[config.mk]
export PLATFORM = sky130hd
export DESIGN_NAME = i2s_tdm_tx
export DESIGN_NICKNAME = d
export VERILOG_FILES = /design/src/rtl/i2s_tdm_tx_pkg.sv /design/src/rtl/i2s_clk_div.sv /design/src/rtl/i2s_tdm_tx.sv
export SDC_FILE = /design/constraint.sdc
export NUM_CORES = 1
export LEC_CHECK = 0
export BUFFER_PORTS_ARGS = -buffer_cell sky130_fd_sc_hd__buf_2
export CORE_UTILIZATION = 39
export CTS_BUF_LIST = sky130_fd_sc_hd__clkbuf_4 sky130_fd_sc_hd__clkbuf_8
export CTS_CLUSTER_DIAMETER = 40
export CTS_CLUSTER_SIZE = 30
export DETAILED_ROUTE_END_ITERATION = 8
export GPL_ROUTABILITY_DRIVEN = 1
export GPL_TIMING_DRIVEN = 0
export PLACE_DENSITY = 0.63
export SYNTH_ARGS = -nofsm -noshare
export SYNTH_HDL_FRONTEND = slang
export SYNTH_SLANG_ARGS = --single-unit
export TNS_END_PERCENT = 30
[constraint.sdc]
create_clock -name clk -period 2.3 [get_ports clk]
set_input_delay 0.23 -clock clk [delete_from_list [all_inputs] [get_ports clk]]
set_output_delay 0.23 -clock clk [all_outputs]
set_load 0.03 [all_outputs]
[src/rtl/i2s_tdm_tx_pkg.sv]
// Shared definitions for the I2S / TDM transmitter.
// Mode encoding and counter width helper.
package i2s_tdm_tx_pkg;

  typedef enum logic {
    MODE_I2S = 1'b0,
    MODE_LJ  = 1'b1
  } mode_e;

  function automatic int cnt_w(input int n);
    return (n <= 1) ? 1 : $clog2(n);
  endfunction

endpackage

[src/rtl/i2s_clk_div.sv]
// Serial bit clock divider for the I2S / TDM transmitter.
// Emits sck plus strobes flagging the edge on which sck rises or falls.
module i2s_clk_div
  import i2s_tdm_tx_pkg::*;
#(
  parameter int SCK_DIV = 2
) (
  input  logic clk,
  input  logic rst,
  input  logic en,
  output logic sck,
  output logic rise,
  output logic fall
);

  localparam int CW = cnt_w(SCK_DIV);

  logic [CW-1:0] cnt;
  logic          wrap;

  assign wrap = en & (cnt == CW'(SCK_DIV - 1));
  assign rise = wrap & ~sck;
  assign fall = wrap & sck;

  always_ff @(posedge clk or posedge rst) begin
    if (rst) begin
      cnt <= '0;
      sck <= 1'b0;
    end else if (!en) begin
      cnt <= '0;
      sck <= 1'b0;
    end else if (wrap) begin
      cnt <= '0;
      sck <= ~sck;
    end else begin
      cnt <= cnt + CW'(1);
    end
  end

endmodule

[src/rtl/i2s_tdm_tx.sv]
// I2S / left-justified TDM serial audio transmitter.
// One-frame holding buffer feeding a frame-wide shift register.
module i2s_tdm_tx
  import i2s_tdm_tx_pkg::*;
#(
  parameter int AUDIO_DW = 8,
  parameter int SLOT_W   = 8,
  parameter int NUM_CH   = 2,
  parameter int SCK_DIV  = 2
) (
  input  logic                       clk,
  input  logic                       rst,
  input  logic                       en,
  input  logic                       lj_mode,
  input  logic [NUM_CH*AUDIO_DW-1:0] in_data,
  input  logic                       in_valid,
  output logic                       in_ready,
  output logic                       sck,
  output logic                       ws,
  output logic                       sd,
  output logic                       frame_start,
  output logic                       underflow
);

  localparam int FW   = NUM_CH * SLOT_W;
  localparam int BW   = cnt_w(SLOT_W);
  localparam int SW   = cnt_w(NUM_CH);
  localparam int HALF = NUM_CH / 2;

  logic                       active;
  logic                       frame_end;
  logic                       buf_full;
  logic [NUM_CH*AUDIO_DW-1:0] buf_data;
  logic [FW-1:0]              shreg;
  logic [BW-1:0]              bit_cnt;
  logic [SW-1:0]              slot_cnt;
  mode_e                      lj_q;

  logic          div_en, rise, fall;
  logic          accept, load, step;
  logic [FW-1:0] frame_bits, sh_nxt;
  logic [BW-1:0] bit_nxt;
  logic [SW-1:0] slot_nxt;
  mode_e         mode_nxt;
  logic          ws_nxt, sd_nxt;

  assign div_en   = en & active;
  assign in_ready = ~buf_full;
  assign accept   = in_valid & ~buf_full;
  assign load     = en & (~active | (fall & frame_end));
  assign step     = en & active & fall;

  i2s_clk_div #(
    .SCK_DIV(SCK_DIV)
  ) u_div (
    .clk  (clk),
    .rst  (rst),
    .en   (div_en),
    .sck  (sck),
    .rise (rise),
    .fall (fall)
  );

  // Slot-padded serial image of the buffer; empty buffer sends silence.
  always_comb begin
    frame_bits = '0;
    if (buf_full) begin
      for (int s = 0; s < NUM_CH; s++) begin
        frame_bits[FW-1-s*SLOT_W -: AUDIO_DW] =
          buf_data[s*AUDIO_DW +: AUDIO_DW];
      end
    end
  end

  always_comb begin
    mode_nxt = load ? mode_e'(lj_mode) : lj_q;
    bit_nxt  = bit_cnt + BW'(1);
    slot_nxt = slot_cnt;
    sh_nxt   = shreg << 1;
    if (load) begin
      bit_nxt  = '0;
      slot_nxt = '0;
      sh_nxt   = frame_bits;
    end else if (bit_cnt == BW'(SLOT_W - 1)) begin
      bit_nxt  = '0;
      slot_nxt = slot_cnt + SW'(1);
    end
    ws_nxt = (slot_nxt >= SW'(HALF));
    // I2S replays the bit that left the register one sck earlier.
    sd_nxt = (mode_nxt == MODE_LJ) ? sh_nxt[FW-1] : shreg[FW-1];
  end

  always_ff @(posedge clk or posedge rst) begin
    if (rst) begin
      active      <= 1'b0;
      frame_end   <= 1'b0;
      buf_full    <= 1'b0;
      buf_data    <= '0;
      shreg       <= '0;
      bit_cnt     <= '0;
      slot_cnt    <= '0;
      lj_q        <= MODE_I2S;
      ws          <= 1'b0;
      sd          <= 1'b0;
      frame_start <= 1'b0;
      underflow   <= 1'b0;
    end else begin
      frame_start <= load;
      underflow   <= load & ~buf_full;
      if (accept) begin
        buf_data <= in_data;
        buf_full <= 1'b1;
      end else if (load) begin
        buf_full <= 1'b0;
      end
      if (!en) begin
        active    <= 1'b0;
        frame_end <= 1'b0;
        shreg     <= '0;
        bit_cnt   <= '0;
        slot_cnt  <= '0;
        ws        <= 1'b0;
        sd        <= 1'b0;
      end else begin
        active <= 1'b1;
        if (rise) begin
          frame_end <= (slot_cnt == SW'(NUM_CH - 1)) &&
                       (bit_cnt == BW'(SLOT_W - 1));
        end
        if (load | step) begin
          bit_cnt  <= bit_nxt;
          slot_cnt <= slot_nxt;
          shreg    <= sh_nxt;
          lj_q     <= mode_nxt;
          ws       <= ws_nxt;
          sd       <= sd_nxt;
        end
      end
    end
  end

endmodule

* Word-level counts from Yosys, hierarchy flattened
Index checks and enable logic that the tools add are counted.
** Word-level totals
- Input bits :: 21
- Flip-flop bits (word level) :: 46
- Output and inout bits :: 6
- Word-level logic and storage cells :: 66
** Operators by class
- Eq/ne operators :: 4
- $lt $le $gt $ge :: 1
- Muxes and demuxes :: 27
- Reductions and logical operators :: 3
- Add/sub/neg operators :: 3
- Bitwise operators :: 14
** Operators with widths (number)
- $mux W16 :: 4
- $mux W1 :: 19
- $mux W3 :: 4
- $and A1 B1 Y1 :: 9
- $ne A2 B1 Y1 const B :: 2
- $add A3 B1 Y3 const B :: 1
- $eq A3 B3 Y1 const B :: 1
- $not A1 Y1 :: 3
- $add A1 B1 Y1 const B :: 2
- $ne A2 B2 Y1 const B :: 1
- $or A1 B1 Y1 :: 2
- $reduce_and A2 Y1 :: 1
- $reduce_bool A2 Y1 :: 1
- $ge A1 B1 Y1 const B :: 1
- $logic_and A1 B1 Y1 :: 1

* Logic depth before layout (Yosys ltp)
Gate-level depths: netlist (run 1).
- Depth after elaboration :: 10
- Mapped depth :: 5
- Depth with buffers taken out :: 5

* Modules after synthesis
From an unflattened synthesis (run 1), not the netlist that was laid out.
** Unflattened totals
- Cell total of the unflattened synthesis :: 136
- Area total of the unflattened synthesis :: 1900.6 um2
** Modules (own cells, without submodules)
- i2s_tdm_tx :: times used 1, cells each 127, area an instance 1808.0 um2, seq. area each 1076.0 um2
- i2s_clk_div :: times used 1, cells each 9, area an instance 92.6 um2, seq. area each 50.0 um2

* Worst setup path after synthesis (run 1)
Ideal clock, no wire load.
- Path type :: register -> register
- Start :: register u_div.sck
- End :: register sd
- Clock period less this slack :: 1.668 ns
- Library setup time :: 0.118 ns
- Arrival :: 1.549 ns
- Buffers on the path :: 0
- Required time :: 2.182 ns
- Path slack :: 0.632 ns
- Cell stages (with the launch flop) :: 5
- Cell sequence :: dfrtp_1 -> nand3_1 -> a21boi_2 -> mux2_2 -> o2bb2a_4
** Between the ends
- Longest elaborated chain between the ends :: 8
- Elaborated cells on any way between the ends :: 12
- Those cells by class :: eq/ne (1); mux (5); bitwise (6)
** RTL lines
- start, declared :: line i2s_clk_div.sv:11 : output logic sck,
- start signal, assigned :: line i2s_clk_div.sv:34 : sck <= ~sck;
- $and A1 B1 Y1 * :: line i2s_clk_div.sv:23 : assign fall = wrap & sck;
- $and A1 B1 Y1 * :: line i2s_tdm_tx.sv:50 : assign load = en & (~active | (fall & frame_end));
- $or A1 B1 Y1 * :: line i2s_tdm_tx.sv:50
- $and A1 B1 Y1 * :: line i2s_tdm_tx.sv:50
- net load :: line i2s_tdm_tx.sv:40 : logic accept, load, step;
- $mux W16 / $mux W1 (equally long branches) :: line i2s_tdm_tx.sv:80, i2s_tdm_tx.sv:76
- $mux W1 :: line i2s_tdm_tx.sv:90 : sd_nxt = (mode_nxt == MODE_LJ) ? sh_nxt[FW-1] : shreg[FW-1];
- $mux W1 :: line i2s_tdm_tx.sv:130 : if (load | step) begin
- $mux W1 :: line i2s_tdm_tx.sv:116 : if (!en) begin
- end signal, assigned :: line i2s_tdm_tx.sv:136 : sd <= sd_nxt;
- end, declared :: line i2s_tdm_tx.sv:20 : output logic sd,
Mark *: on every way through the listed nets, which the timed path passes. The rest lies on a longest branch. The select of a mux whose other input is x is not followed.
A chain may end at the register's enable or synchronous reset.

* Final worst setup path (run 1)
- Start :: register frame_end
- End :: register sd
** Between the ends
- Longest elaborated chain between the ends :: 7
- Elaborated cells on any way between the ends :: 10
- Those cells by class :: eq/ne (1); mux (5); bitwise (4)
** RTL lines
- start, declared :: line i2s_tdm_tx.sv:31 : logic frame_end;
- start signal, assigned :: line i2s_tdm_tx.sv:127 : frame_end <= (slot_cnt == SW'(NUM_CH - 1)) &&
- $and A1 B1 Y1 * :: line i2s_tdm_tx.sv:50
- $or A1 B1 Y1 * :: line i2s_tdm_tx.sv:50
- $and A1 B1 Y1 * :: line i2s_tdm_tx.sv:50
- net load :: line i2s_tdm_tx.sv:40
- $mux W16 / $mux W1 (equally long branches) :: line i2s_tdm_tx.sv:80, i2s_tdm_tx.sv:76
- $mux W1 :: line i2s_tdm_tx.sv:90
- $mux W1 :: line i2s_tdm_tx.sv:130
- $mux W1 :: line i2s_tdm_tx.sv:116
Marked as above.

==> flow_summary.json, run 1 <==
{
  "status": "finished, final reports clean",
  "grt_pass1_vias": 1254,
  "drive_gt1_share_pct": 38.01,
  "cts_buffers": 5,
  "grt_antenna_before_repair": 0,
  "dr.first_iter.drc_count": 162,
  "drv_cap": 0,
  "ys_warn_count": 0,
  "fin_nets": 194,
  "ys_types": 31,
  "gr-total-overflow": 0,
  "start_util_pct": 41.72,
  "die_y_microns": 71.42,
  "syn_area_sq_mm": 0.001879,
  "tightest_slew_ps": 914.9,
  "insertion_delay_ps": 300,
  "die_w_microns": 71.42,
  "synth_largest_area_cell": "dfrtp_1",
  "grt_max_degree": 46,
  "syn-num-nets": 161,
  "ios": 27,
  "final_common_cell": "dfrtp_1",
  "fin_crit_sh_pct": 70.22,
  "syn_to_final_growth_pct": 16.78,
  "ys_top_cells_by_area": "dfrtp_1, mux2_2, a222oi_1",
  "slew_violations": 0,
  "finalHoldViolCount": 0,
  "port_buffers": 26,
  "layout_common_cells": "dfrtp_1, buf_2, mux2_2, inv_1, a222oi_1",
  "p_leak_nw": 1.123,
  "grt_pass1_wl_mm": 6.368,
  "std_cell_rows": 24,
  "via_per_inst": 5.543,
  "core-area_sq_mm": 0.004504,
  "finalNonFillerCells": 223,
  "crit_path_end_kind": "flop",
  "syn_avg_cell_area_sq_um": 13.72,
  "fin_skew_ps": 5.461,
  "avgRoutedWirePerCell_microns": 15.65,
  "placed_cells": 215,
  "slew_headroom_pct": 38.92,
  "place_hpwl_mm": 2.363,
  "power_density_mw_per_mm2": 834.9,
  "setup_viol": 0,
  "die-area_sq_mm": 0.005100,
  "h-tree-depth": 2,
  "syn_inst": 137,
  "max_freq_mhz": 619.2,
  "total_power_mw": 1.832,
  "root_buffer": "clkbuf_8",
  "hold_class": "input port to async pin",
  "num_antenna_cells": 0,
  "drt_wl_total_mm": 3.489,
  "criticalPathCategory": "flop to flop",
  "num_vias": 1236,
  "postCtsHoldBufs": 0,
  "globalplace.congestion": 0.7777,
  "seq_area_frac_synth_pct": 59.92,
  "final_antenna_net_count": 0,
  "cts.clk_slew.worst_paths_ps": 80,
  "grt_usage_pct": 16.65,
  "cts_buffer_depth": 2,
  "finalSetupTns_ps": 0,
  "startpoint_type": "flop",
  "ys_ff_latch": 45,
  "cp.arrival_ps": 1810,
  "post_cts_buffers": 0,
  "first_pass_iters": 7,
  "finalCriticalPeriod_ps": 1615,
  "cts.sinks": 45,
  "cts_tree": "yes",
  "rsz0062_at_grt": "no",
  "critPathMaxFanout": 6,
  "drc": 0,
  "max-vdd-ir-drop_uv": 445.0,
  "cp.required_ps": 2490,
  "cts_resized": 0,
  "synth_top_area_share_pct": 59.92
}
-- per-layer routing --
layer	vias to the layer above	global-route usage, %	wire (microns)
li1	570	-	-
met1	614	22.53	1576
met2	48	24.23	1603
met3	4	5.907	255
met4	0	7.333	55
met5	-	0	0
-- power breakdown --
part / leakage [nW] / switching (mW) / internal, mW
Clock: 0.0619 / 0.259 / 0.366
Sequential: 0.575 / 0.0740 / 0.906
Combinational: 0.486 / 0.101 / 0.126
Total: 1.12 / 0.435 / 1.40
-- sequential cells by signal, indices dropped and copies added (netlist names) --
| name | flops |
|---|---|
| u_div.sck | 1 |
| underflow | 1 |
| lj_q | 1 |
| frame_end | 1 |
| frame_start | 1 |
| bit_cnt | 3 |
| shreg | 16 |
| sd | 1 |
| buf_data | 16 |
| u_div.cnt | 1 |
| active | 1 |
| ws | 1 |
| buf_full | 1 |
-- area by class of cell --
cell class | count | area [sq um]
repair buffers | 26 | 130.1
multi-input cells | 70 | 650.6
plain buffers | 6 | 42.54
clock inverters | 1 | 30.03
clock buffers | 7 | 90.09
fillers | 422 | 2310
inverters | 16 | 60.06
flip-flops and latches | 45 | 1126
well taps | 52 | 65.06
-- logic make-up after synthesis --
logic type | count (synthesis) | share of synthesized area, %
flip-flops | 45 | 59.92
AO/OA/AOI/OAI | 30 | 15.58
buffers and inverters | 22 | 5.459
multiplexers | 18 | 10.72
AND/OR/NAND/NOR | 18 | 5.860
adder cells (fa/ha/maj) | 3 | 1.998
XOR/XNOR | 1 | 0.4661
-- synthesized netlist by cell type, drive strengths merged --
library cell and n:
a21boi 1, a21o 1, a21oi 3, a222oi 14, a22o 5, a22oi 1
a32oi 1, and2 1, buf 6, dfrtp 45, ha 3, inv 16
mux2 17, mux2i 1, nand2 4, nand2b 1, nand3 1, nand3b 1
nor2 5, nor2b 2, nor3 1, nor3b 1, o21ai 2, o221ai 1
o2bb2a 1, or2b 1, xnor2 1
-- worst paths after layout --
| check | start | endpoint | slack [ps] | cells past startpoint |
|---|---|---|---|---|
| worst max-delay path | frame_end | sd | 680 | 4 |
| worst min-delay path | rst | active | 130 | 2 |
| worst max register to register | frame_end | sd | 680 | 4 |
| worst min register to register | shreg[11] | shreg[12] | 490 | 2 |
| max in group asynchronous | rst | buf_data[10] | 1610 | 2 |
| min in group clk | en | active | 130 | 1 |
-- worst max-delay path: stages (launching register included) --
cell      delay, ps
dfrtp_1         490
nand3_1         210
a21boi_2        230
mux2_2          380
o2bb2a_4        190
-- through the flow --
stage               area, sq um  setup WS [ps]  hold WS, ps  util, %
floorplan                  1879          632.0        261.4        -
global placement           2074          505.0        440.1    46.06
detailed placement         2074          717.3        443.7    46.06
CTS                        2195          678.6        123.1    48.72
global route               2195          608.3        122.3    48.72
finish                     2195          685.0        128.9    48.72
Power figures use the tool's default switching activity.
==> run 2, diff against run 1 <==
--- a/config.mk
+++ b/config.mk
@@ -13,7 +13,7 @@
 export DETAILED_ROUTE_END_ITERATION = 8
 export GPL_ROUTABILITY_DRIVEN = 1
 export GPL_TIMING_DRIVEN = 0
-export PLACE_DENSITY = 0.63
+export PLACE_DENSITY = 0.65
 export SYNTH_ARGS = -nofsm -noshare
 export SYNTH_HDL_FRONTEND = slang
 export SYNTH_SLANG_ARGS = --single-unit
==> constraint.sdc (replaced) <==
create_clock -name clk -period 1.4 [get_ports clk]
set_input_delay 0.14 -clock clk [delete_from_list [all_inputs] [get_ports clk]]
set_output_delay 0.14 -clock clk [all_outputs]
set_load 0.03 [all_outputs]
==> run 2 against run 1 <==
Net effect: worst hold slack lost 92 ps; wire length grew 3.9%; combinational power grew 76%; sequential share of layout area shrank 1.5 points; critical path depth is the same; clock skew is essentially flat; sequential cell count is the same; setup slack lost 660 ps; via count grew 1.4%; highest routed layer unchanged.
==> flow_summary.json, run 2 (same netlist as run 1, synthesis figures left out) <==
{
  "fin_skew_ps": 5.518,
  "fin_nets": 202,
  "fillers": 401,
  "placed_cell_area_sq_mm": 0.002092,
  "p_clk_share_pct": 26.8,
  "finalSetupTns_ps": 0,
  "combPwrFrac_pct": 14.5,
  "power_density_mw_per_mm2": 1212,
  "critPathMaxFanout": 6,
  "max_freq_mhz": 725.2,
  "drt_wl_total_mm": 3.625,
  "grt_pass1_wl_mm": 6.230,
  "crit_path_end_kind": "flop",
  "final_core_util_pct": 50.39,
  "core-area_sq_mm": 0.004504,
  "final_antenna_net_count": 0,
  "syn_to_final_growth_pct": 20.77,
  "num_vias": 1253,
  "drive_gt1_share_pct": 44.07,
  "finalCriticalPeriod_ps": 1379,
  "hold_slack_ps": 36.52,
  "std_cell_rows": 24,
  "startpoint_type": "flop",
  "layout_common_cells": "dfrtp_1, buf_2, mux2_2, inv_1, a222oi_1",
  "num_antenna_cells": 0,
  "die_y_microns": 71.42,
  "grt_usage_pct": 16.34,
  "root_buffer": "clkbuf_8",
  "rsz0062_at_grt": "yes",
  "cp.required_ps": 1590,
  "first_pass_iters": 7,
  "cts_buffer_depth": 2,
  "tightest_slew_ps": 917.3,
  "p_leak_nw": 1.159,
  "fin_crit_sh_pct": 98.50,
  "finalHoldViolCount": 0,
  "criticalPathCategory": "flop to flop",
  "die-area_sq_mm": 0.005100,
  "cts.clk_slew.worst_paths_ps": 80,
  "grt_antenna_before_repair": 0,
  "cts.sinks": 45,
  "sw_frac_of_total_pct": 25.71,
  "cts_tree": "yes",
  "hold_class": "input port to async pin",
  "cp.arrival_ps": 1570,
  "setup_viol": 0,
  "cts_buffers": 5,
  "p_int_mw": 2.044,
  "drc": 0,
  "drv_cap": 0,
  "total_power_mw": 2.752,
  "p_switching_uw": 707.5,
  "final_area_sq_mm": 0.002270,
  "place_hpwl_mm": 2.414,
  "final_common_cell": "dfrtp_1",
  "ios": 27,
  "h-tree-depth": 2,
  "globalplace.congestion": 0.7114,
  "reg_top3": "buf_data: 16 flops, shreg: 16 flops, bit_cnt: 3 flops",
  "via_per_inst": 5.472,
  "grt_pass1_vias": 1287,
  "max-vdd-ir-drop_uv": 699.3,
  "slew_violations": 0,
  "port_buffers": 26,
  "avgRoutedWirePerCell_microns": 15.83,
  "die_w_microns": 71.42,
  "slew_headroom_pct": 38.76,
  "dr.first_iter.drc_count": 110,
  "start_util_pct": 41.72,
  "r2r_slack_ps": 20,
  "seq_power_share_pct": 58.7,
  "insertion_delay_ps": 300,
  "status": "finished, final reports clean",
  "gr-total-overflow": 0,
  "grt_max_degree": 46
}
## run 2: changes by cell type in the layout (fill, tap and decap cells not counted), moves of 2 or more
cell and delta:
buf_2 -3, dfrtp_2 +4, dfrtp_1 -4, buf_4 +8
buf_6 +2
## run 2: power by group through the flow
stage | Combinational (mW) | Sequential, mW | Clock (mW)
after detailed placement | 0.383 | 1.64 | 0
after CTS | 0.388 | 1.62 | 0.754
after floorplan | 0.284 | 1.61 | 0
after global placement | 0.366 | 1.63 | 0
final | 0.399 | 1.61 | 0.739
after global routing | 0.442 | 1.64 | 0.814
## run 2: area by class of cell
cell class              count  area, sq um  area share, %
flip-flops and latches     45         1131          49.83
multi-input cells          70        684.4          30.15
repair buffers             34        193.9          8.545
clock buffers               5        68.82          3.032
well taps                  52        65.06          2.867
plain buffers               6        61.31          2.701
inverters                  16        60.06          2.646
clock inverters             1        5.005         0.2205
## run 2: worst max-delay path, stage by stage, from the launching register on
cell and delay, ps:
dfrtp_2 470, nand3_4 120, a21boi_4 170, mux2_4 330, o2bb2a_4 190
## run 2: path summary, 6_finish.rpt
| path | from | endpoint | depth (start not counted) |
|---|---|---|---|
| worst max-delay path | frame_end | sd | 4 |
| worst min-delay path | rst | frame_start | 2 |
| worst max register to register | frame_end | sd | 4 |
| worst min register to register | shreg[13] | shreg[14] | 2 |
| max in group asynchronous | rst | active | 2 |
| min in group clk | en | active | 1 |
## run 2: what timing repair did
item                                    CTS  global route
hold buffers                              0             0
setup buffers                             3             6
pin swaps                                 1            13
gates resized for setup                   7             8
endpoints found under the setup margin   29            17
## run 2: through the flow
stage	setup slack, ps	instances
after detailed placement	-127.0	215
after global routing	-29.55	229
after CTS	-0.6870	224
after floorplan	-13.16	137
after global placement	-444.5	215
final	20.99	229
## run 2: metal layers
| metal | track usage, % | wire, microns |
|---|---|---|
| met2 | 25.71 | 1786 |
| met4 | 7.556 | 31 |
| met1 | 20.56 | 1610 |
| met3 | 5.345 | 196 |
| met5 | 0 | 0 |
==> run 3, diff against run 2 <==
--- a/config.mk
+++ b/config.mk
@@ -6,14 +6,15 @@
 export NUM_CORES = 1
 export LEC_CHECK = 0
 export BUFFER_PORTS_ARGS = -buffer_cell sky130_fd_sc_hd__buf_2
+export CORE_ASPECT_RATIO = 1.2
 export CORE_UTILIZATION = 39
 export CTS_BUF_LIST = sky130_fd_sc_hd__clkbuf_4 sky130_fd_sc_hd__clkbuf_8
 export CTS_CLUSTER_DIAMETER = 40
 export CTS_CLUSTER_SIZE = 30
 export DETAILED_ROUTE_END_ITERATION = 8
-export GPL_ROUTABILITY_DRIVEN = 1
+export GPL_ROUTABILITY_DRIVEN = 0
 export GPL_TIMING_DRIVEN = 0
-export PLACE_DENSITY = 0.65
+export PLACE_DENSITY = 0.63
 export SYNTH_ARGS = -nofsm -noshare
 export SYNTH_HDL_FRONTEND = slang
 export SYNTH_SLANG_ARGS = --single-unit
==> constraint.sdc (replaced) <==
create_clock -name clk -period 1.5 [get_ports clk]
set_input_delay 0.15 -clock clk [delete_from_list [all_inputs] [get_ports clk]]
set_output_delay 0.15 -clock clk [all_outputs]
set_load 0.03 [all_outputs]
==> run 3 against run 2 <==
Net effect: sequential share of layout area rose by 0.30 points; clock-buffer cell count unchanged; total power rose by 5.9%; clock skew grew 2.7 ps; sequential power fell by 7%; highest routed layer unchanged.
==> flow_summary.json, run 3 (same netlist as run 1, synthesis figures left out) <==
{
  "slew_headroom_pct": 39.05,
  "grt_max_degree": 46,
  "p_clk_share_pct": 36.4,
  "die_y_microns": 78.04,
  "place_hpwl_mm": 2.478,
  "drive_gt1_share_pct": 42.20,
  "h-tree-depth": 2,
  "core-area_sq_mm": 0.004594,
  "p_int_mw": 2.244,
  "p_leak_nw": 1.135,
  "power_density_mw_per_mm2": 1292,
  "ios": 27,
  "final_common_cell": "dfrtp_1",
  "fin_skew_ps": 8.187,
  "postCtsHoldBufs": 0,
  "placed_cells": 221,
  "via_per_inst": 5.381,
  "startpoint_type": "flop",
  "combPwrFrac_pct": 12.0,
  "r2r-start": "frame_end",
  "start_util_pct": 40.90,
  "num_vias": 1243,
  "port_buffers": 26,
  "total_power_mw": 2.915,
  "status": "finished, final reports clean",
  "reg2regPathDepth": 4,
  "cts.clk_slew.worst_paths_ps": 90,
  "r2r_slack_ps": 70,
  "setup_viol": 0,
  "seq_power_share_pct": 51.5,
  "drc": 0,
  "cts_tree": "yes",
  "dr.first_iter.drc_count": 112,
  "grt_pass1_wl_mm": 6.099,
  "hold_class": "input port to async pin",
  "reg_top3": "buf_data: 16 flops, shreg: 16 flops, bit_cnt: 3 flops",
  "gr-total-overflow": 0,
  "root_buffer": "clkbuf_8",
  "grt_pass1_vias": 1282,
  "max-vdd-ir-drop_uv": 684.8,
  "cp.arrival_ps": 1630,
  "syn_to_final_growth_pct": 20.04,
  "drt_wl_total_mm": 3.595,
  "grt_usage_pct": 16.03,
  "layout_common_cells": "dfrtp_1, buf_2, mux2_2, inv_1, a222oi_1",
  "finalNonFillerCells": 231,
  "cts.sinks": 45,
  "reg2reg_to": "sd",
  "insertion_delay_ps": 300,
  "rsz0062_at_grt": "yes",
  "sw_frac_of_total_pct": 23.00,
  "grt_antenna_before_repair": 0,
  "max_freq_mhz": 700.2,
  "fin_nets": 196,
  "drv_cap": 0,
  "finalHoldViolCount": 0,
  "die-area_sq_mm": 0.005101,
  "die_w_microns": 65.37,
  "criticalPathCategory": "flop to flop",
  "final_antenna_net_count": 0,
  "slew_violations": 0,
  "fin_crit_sh_pct": 95.22,
  "std_cell_rows": 27,
  "worstSetupStartpoint": "frame_end",
  "critPathMaxFanout": 6,
  "tightest_slew_ps": 912.9,
  "num_antenna_cells": 0,
  "avgRoutedWirePerCell_microns": 15.56,
  "cts_buffer_depth": 2,
  "cts_buffers": 5,
  "first_pass_iters": 6,
  "cp.required_ps": 1700,
  "p_switching_uw": 670.2,
  "worstSetupEndpoint": "sd",
  "crit_path_end_kind": "flop",
  "finalCriticalPeriod_ps": 1428
}
-- run 3: cell type report --
type | instances | area [sq um]
clock buffer | 5 | 68.82
clock inverter | 3 | 65.06
timing repair buffer | 29 | 152.6
tap | 58 | 72.57
fill | 439 | 2338
buffer | 5 | 40.04
sequential | 45 | 1131
multi-input combinational | 70 | 665.6
inverter | 16 | 60.06
-- run 3: timing repair --
| item | in CTS | in global routing |
|---|---|---|
| pin swaps | 1 | 1 |
| gates resized for setup | 2 | 4 |
| endpoints found under the setup margin | 21 | 11 |
| buffers inserted | 3 | 0 |
-- run 3: per-stage QoR --
step	utilization [%]	instance area (sq um)	setup TNS, ps	setup slack (ps)	hold slack [ps]
floorplan	-	1886	0	27.98	181.4
global placement	45.45	2088	-8373	-307.9	357.1
detailed placement	45.45	2088	-564.6	-43.07	364.1
CTS	48.80	2242	0	39.79	37.77
global route	49.10	2256	-3.811	-3.811	33.34
finish	49.10	2256	0	71.76	46.01
-- run 3: worst min-delay path by stage --
| stage | end | slack (ps) | startpoint | cells after the start |
|---|---|---|---|---|
| floorplan | active | 180 | en | 0 |
| global placement | active | 360 | en | 1 |
| detailed placement | active | 360 | en | 1 |
| CTS | active | 40 | en | 1 |
| global route | active | 30 | en | 1 |
| finish | active | 50 | rst | 2 |
-- run 3: power by group through the flow --
stage	Combinational [mW]	Sequential, mW	Clock, mW
after detailed placement	0.357	1.52	0
after CTS	0.356	1.50	1.10
after global routing	0.392	1.53	1.14
after global placement	0.339	1.51	0
final	0.350	1.50	1.06
after floorplan	0.263	1.50	0
-- run 3: layer usage --
| layer | track usage, % | vias to the layer above | part of all wire, % |
|---|---|---|---|
| met5 | 0 | - | 0 |
| met4 | 6.522 | 0 | 1.6 |
| met3 | 4.797 | 7 | 4.3 |
| met2 | 25.67 | 42 | 50 |
| met1 | 20.00 | 619 | 44 |
| li1 | - | 575 | - |
-- run 3: critical path, stage by stage, from the launching register on --
cell	delay [ps]
dfrtp_2	460
nand3_4	110
a21boi_2	190
mux2_2	370
o2bb2a_4	190
